File: config.mk
export PLATFORM = sky130hd
export DESIGN_NAME = parallel_to_serial_tx
export DESIGN_NICKNAME = d
export VERILOG_FILES = /design/src/rtl/parallel_to_serial_tx.sv
export SDC_FILE = /design/constraint.sdc
export NUM_CORES = 1
export LEC_CHECK = 0
export ABC_AREA = 1
export BUFFER_PORTS_ARGS = -buffer_cell sky130_fd_sc_hd__buf_2
export CORE_MARGIN = 4
export CORE_UTILIZATION = 25
export CTS_BUF_LIST = sky130_fd_sc_hd__clkbuf_8
export CTS_CLUSTER_SIZE = 40
export DETAILED_ROUTE_END_ITERATION = 6
export GPL_TIMING_DRIVEN = 0
export SLEW_MARGIN = 10
export SYNTH_ARGS = -nofsm -noshare
export SYNTH_HDL_FRONTEND = slang
export SYNTH_SLANG_ARGS = --single-unit
File: constraint.sdc
create_clock -name clk -period 3.1 [get_ports clk]
set_input_delay 0.31 -clock clk [delete_from_list [all_inputs] [get_ports clk]]
set_output_delay 0.31 -clock clk [all_outputs]
set_load 0.02 [all_outputs]
File: src/rtl/parallel_to_serial_tx.sv
// rtl/parallel_to_serial_tx.sv - LSB-first parallel-to-serial transmitter with frame markers; optional even parity via P2S_PARITY_EN
module parallel_to_serial_tx #(
   parameter int WIDTH = 8
) (
   input  logic             clk,
   input  logic             rst,
   input  logic             in_valid,
   input  logic [WIDTH-1:0] in_data,
   output logic             in_ready,
   output logic             out,
   output logic             out_valid,
   output logic             out_first,
   output logic             out_last,
   output logic             busy
);

   localparam int CW = $clog2(WIDTH + 1);
`ifdef P2S_PARITY_EN
   localparam int FL = WIDTH + 1;
   localparam logic [CW-1:0] DATA_LAST = CW'(WIDTH - 1);
`else
   localparam int FL = WIDTH;
`endif
   localparam logic [CW-1:0] LAST_CNT = CW'(FL - 1);
   localparam logic [CW-1:0] PRE_LAST = CW'(FL - 2);
   localparam logic [CW-1:0] CNT_ONE  = CW'(1);

   typedef enum logic {IDLE = 1'b0, SHIFT = 1'b1} state_t;

   state_t           state_q, state_d;
   logic [WIDTH-1:0] sreg_q, sreg_d;
   logic [CW-1:0]    cnt_q, cnt_d;
   logic             out_q, out_d;
   logic             out_valid_q, out_valid_d;
   logic             out_first_q, out_first_d;
   logic             out_last_q, out_last_d;
`ifdef P2S_PARITY_EN
   logic             par_q, par_d;
`endif
   logic             accept;

   // Ready while idle or while the last bit of the current frame is on the wire
   assign in_ready = !rst && ((state_q == IDLE) || ((state_q == SHIFT) && (cnt_q == LAST_CNT)));
   assign accept   = in_valid && in_ready;

   // Next-state: load on accept, otherwise advance one bit per cycle; cnt tracks the bit being shown
   always_comb begin
      state_d     = state_q;
      sreg_d      = sreg_q;
      cnt_d       = cnt_q;
      out_d       = 1'b0;
      out_valid_d = 1'b0;
      out_first_d = 1'b0;
      out_last_d  = 1'b0;
`ifdef P2S_PARITY_EN
      par_d       = par_q;
`endif
      if (accept) begin
         state_d     = SHIFT;
         sreg_d      = in_data;
         cnt_d       = '0;
         out_d       = in_data[0];
         out_valid_d = 1'b1;
         out_first_d = 1'b1;
`ifdef P2S_PARITY_EN
         par_d       = in_data[0];
`endif
      end else if (state_q == SHIFT) begin
         if (cnt_q == LAST_CNT) begin
            state_d = IDLE;
            cnt_d   = '0;
         end else begin
            // rotate rather than zero-fill so the word is intact again after a data pass
            sreg_d      = {sreg_q[0], sreg_q[WIDTH-1:1]};
            cnt_d       = cnt_q + CNT_ONE;
            out_valid_d = 1'b1;
            out_last_d  = (cnt_q == PRE_LAST);
`ifdef P2S_PARITY_EN
            if (cnt_q == DATA_LAST) begin
               out_d = par_q;
            end else begin
               out_d = sreg_q[1];
               par_d = par_q ^ sreg_q[1];
            end
`else
            out_d = sreg_q[1];
`endif
         end
      end
   end

   // State and registered outputs; reset wins over any accept on the same edge
   always_ff @(posedge clk) begin
      if (rst) begin
         state_q     <= IDLE;
         sreg_q      <= '0;
         cnt_q       <= '0;
         out_q       <= 1'b0;
         out_valid_q <= 1'b0;
         out_first_q <= 1'b0;
         out_last_q  <= 1'b0;
`ifdef P2S_PARITY_EN
         par_q       <= 1'b0;
`endif
      end else begin
         state_q     <= state_d;
         sreg_q      <= sreg_d;
         cnt_q       <= cnt_d;
         out_q       <= out_d;
         out_valid_q <= out_valid_d;
         out_first_q <= out_first_d;
         out_last_q  <= out_last_d;
`ifdef P2S_PARITY_EN
         par_q       <= par_d;
`endif
      end
   end

   assign out       = out_q;
   assign out_valid = out_valid_q;
   assign out_first = out_first_q;
   assign out_last  = out_last_q;
   assign busy      = (state_q == SHIFT);

endmodule

==> qor.txt <==
Post-CTS Setup Bufs = 0
post-synthesis sequential area ratio = 39.9%
TritonCTS clock tree = yes
YS warnings = 0
# rows = 20
Core Util, Final = 31.7%
Worst Max-Slew Pin Slew = 0.251 ns
delay of the slowest critical-path stage = 0.41 ns
status = completed
FMAX = 544 MHz
Worst R2R Setup Slack = 1.72 ns
hold path startpoint = rst
# IOs = 17
clock tree buffer depth = 2
clock root cell = clkbuf_8
Max Slew Vio Count = 0
ANT cells = 0
Initial Utilization = 26.3%
crit-path cells = ha_1, nand3_2, nand2_4, inv_2, nor2_4, buf_2
PwrDens = 449 nW/um^2
Core ar. = 3050 um^2
fin crit share = 59.3%
Synth top area share = 39.9%
final WL = 1820 um
CP Capture Type = output port
Hold Violations, Final = 0
most frequent cell after synthesis = nand2_1
asr flop ratio synth = 0%
drt wl/cell = 11.0 um
Placed Area = 927 um^2
largest net degree at the start of global routing = 11
unrepaired setup endpoints after global routing = false
xor and xnor area share after synthesis = 0%
worst r2r src = cnt_q[0]
combinational family with the most area after synthesis = simple AND/OR/NAND/NOR gates
Post-synth EDFFs = 0
RD Place Congestion = 0.756
die area = 4180 um^2
worst hold margin = 0.303 ns
first-pass detailed-route iteration total = 4
Area Growth Syn to Fin = 20.7%
CP required = 2.79 ns
Nets = 136
clock buffer count from CTS = 3
clk sinks = 16
MaxCap Viol Count = 0
Finished Layout Cells = 165
vias in the first global route = 733
worst-skew pair later-pin latency = 0.24 ns
DRC viols = 0
Setup crit start kind = flop
critical path fanouts, max = 10
min Tclk post-route = 1.84 ns
Synth cell types = 18
Vias = 736
Hold EP = out_valid
Synth Area in Compound Gates = 9.36%
Slew HR = 83.1%
hold depth = 2
worst flop-to-flop path endpoint = out_last
Die H = 64.6 um
final setup fails = 0
FF+latch count, synth = 16
GR Util All Layers = 9.41%
Pleak = 0.471 nW
reg2reg path depth = 6
CP max stage cell = dfxtp_1
DR iter-0 viols = 25
Worst-path clk slew = 0.06 ns
number of fill cells = 362
initial antenna violation count = 0
total grt overflow = 0
synthesized area = 802 um^2
Die Wd = 64.6 um
Tot Pwr = 435 uW
Final WS setup = 1.26 ns
Via density = 4.46
critical path class = flop to output port
# hold bufs at CTS = 0
Final ANT Viol Nets = 0
ratio of cells with drive above 1 in the final layout = 24.8%
synth top area cells = dfxtp_1 (40%), nand2_1 (13%), nand3_1 (7.5%)
syn_nets = 117
commonest cells in the synthesized netlist = nand2_1 (27), dfxtp_1 (16), nand3_1 (12)
CTS H-tree depth = 1
post-synthesis simple-gate area fraction = 33.4%
Avg Inst Size Synth = 7.71 um^2
Setup TNS = 0 ns
design area = 968 um^2
CTS resizes = 0
post-synth top area cell = dfxtp_1
Setup WS pre-CTS = 1.53 ns
worst min-delay path category = primary input to flop
first-pass GRT wire length = 3100 um
post-synthesis cell count = 104
worst-case clock skew = 0.00264 ns
post-DP HPWL = 1340 um
dominant synthesized flop cell = dfxtp_1
arrival time worst endpoint = 1.53 ns
placed cell count = 162
post-synthesis mux area share = 0%
maximum vdd ir drop = 0.172 mV
number of buffers added on ports = 14
Adder-Cell Fraction of Synth Area = 3.12%
==> sequential cells by signal, indices dropped and copies added, names as in the netlist <==
signal,cells
sreg_q,8
cnt_q,4
out,1
out_first,1
out_last,1
out_valid,1
==> placed cells by master, fill, tap and decap left out, drive strengths merged, types with 5 or more instances in the layout <==
cell	netlist	routed
nand2	28	28
buf	3	17
a21oi	6	6
inv	14	14
clkbuf	2	5
nand3	13	13
nand4	9	9
dfxtp	16	16
o211ai	6	6
==> final cells by class <==
| cell class | count | area (um^2) | share of cell area, % |
|---|---|---|---|
| Timing Repair Buffer | 14 | 70.1 | 7.24 |
| Inverter | 15 | 56.3 | 5.81 |
| Clock buffer | 3 | 41.3 | 4.26 |
| Sequential cell | 16 | 320 | 33.1 |
| Buffer | 5 | 57.6 | 5.94 |
| Multi-Input combinational cell | 68 | 368 | 38.0 |
| Tap cell | 44 | 55.1 | 5.68 |
==> routing by layer <==
layer  global-route usage (%)  share of wire (%)
met5                        0                  0
met4                     3.69               0.77
met3                     2.25                4.3
met2                     16.0                 48
met1                     11.4                 47
==> cell families after synthesis <==
kind of cell / Yosys count
buf+inv: 20
fa+ha+maj: 2
simple gates: 54
flops: 16
compound gates: 12
==> worst max-delay path by stage <==
stage / from / endpoint / slack (ns) / cells after the start
2_1_floorplan: cnt_q[1] / in_ready / 1.78 / 5
3_3_place_gp: cnt_q[1] / in_ready / 1.57 / 6
3_5_place_dp: cnt_q[0] / in_ready / 1.53 / 6
4_1_cts: cnt_q[0] / in_ready / 1.26 / 6
5_1_grt: cnt_q[0] / in_ready / 1.16 / 6
6_report: cnt_q[0] / in_ready / 1.26 / 6
==> critical path, delay by kind of cell (launching register included) <==
family / cells / cell delay [ns]
buffers and inverters: 2 / 0.29
adder cells (fa/ha/maj): 1 / 0.22
AND/OR/NAND/NOR: 3 / 0.35
flip-flops: 1 / 0.41
==> report_power, final <==
part / internal (mW) / total, mW / switching, mW
registers: 0.214 / 0.221 / 0.00640
logic: 0.0245 / 0.0632 / 0.0387
clock network: 0.0860 / 0.151 / 0.0648
No activity file was read; power rests on OpenSTA's default activity.
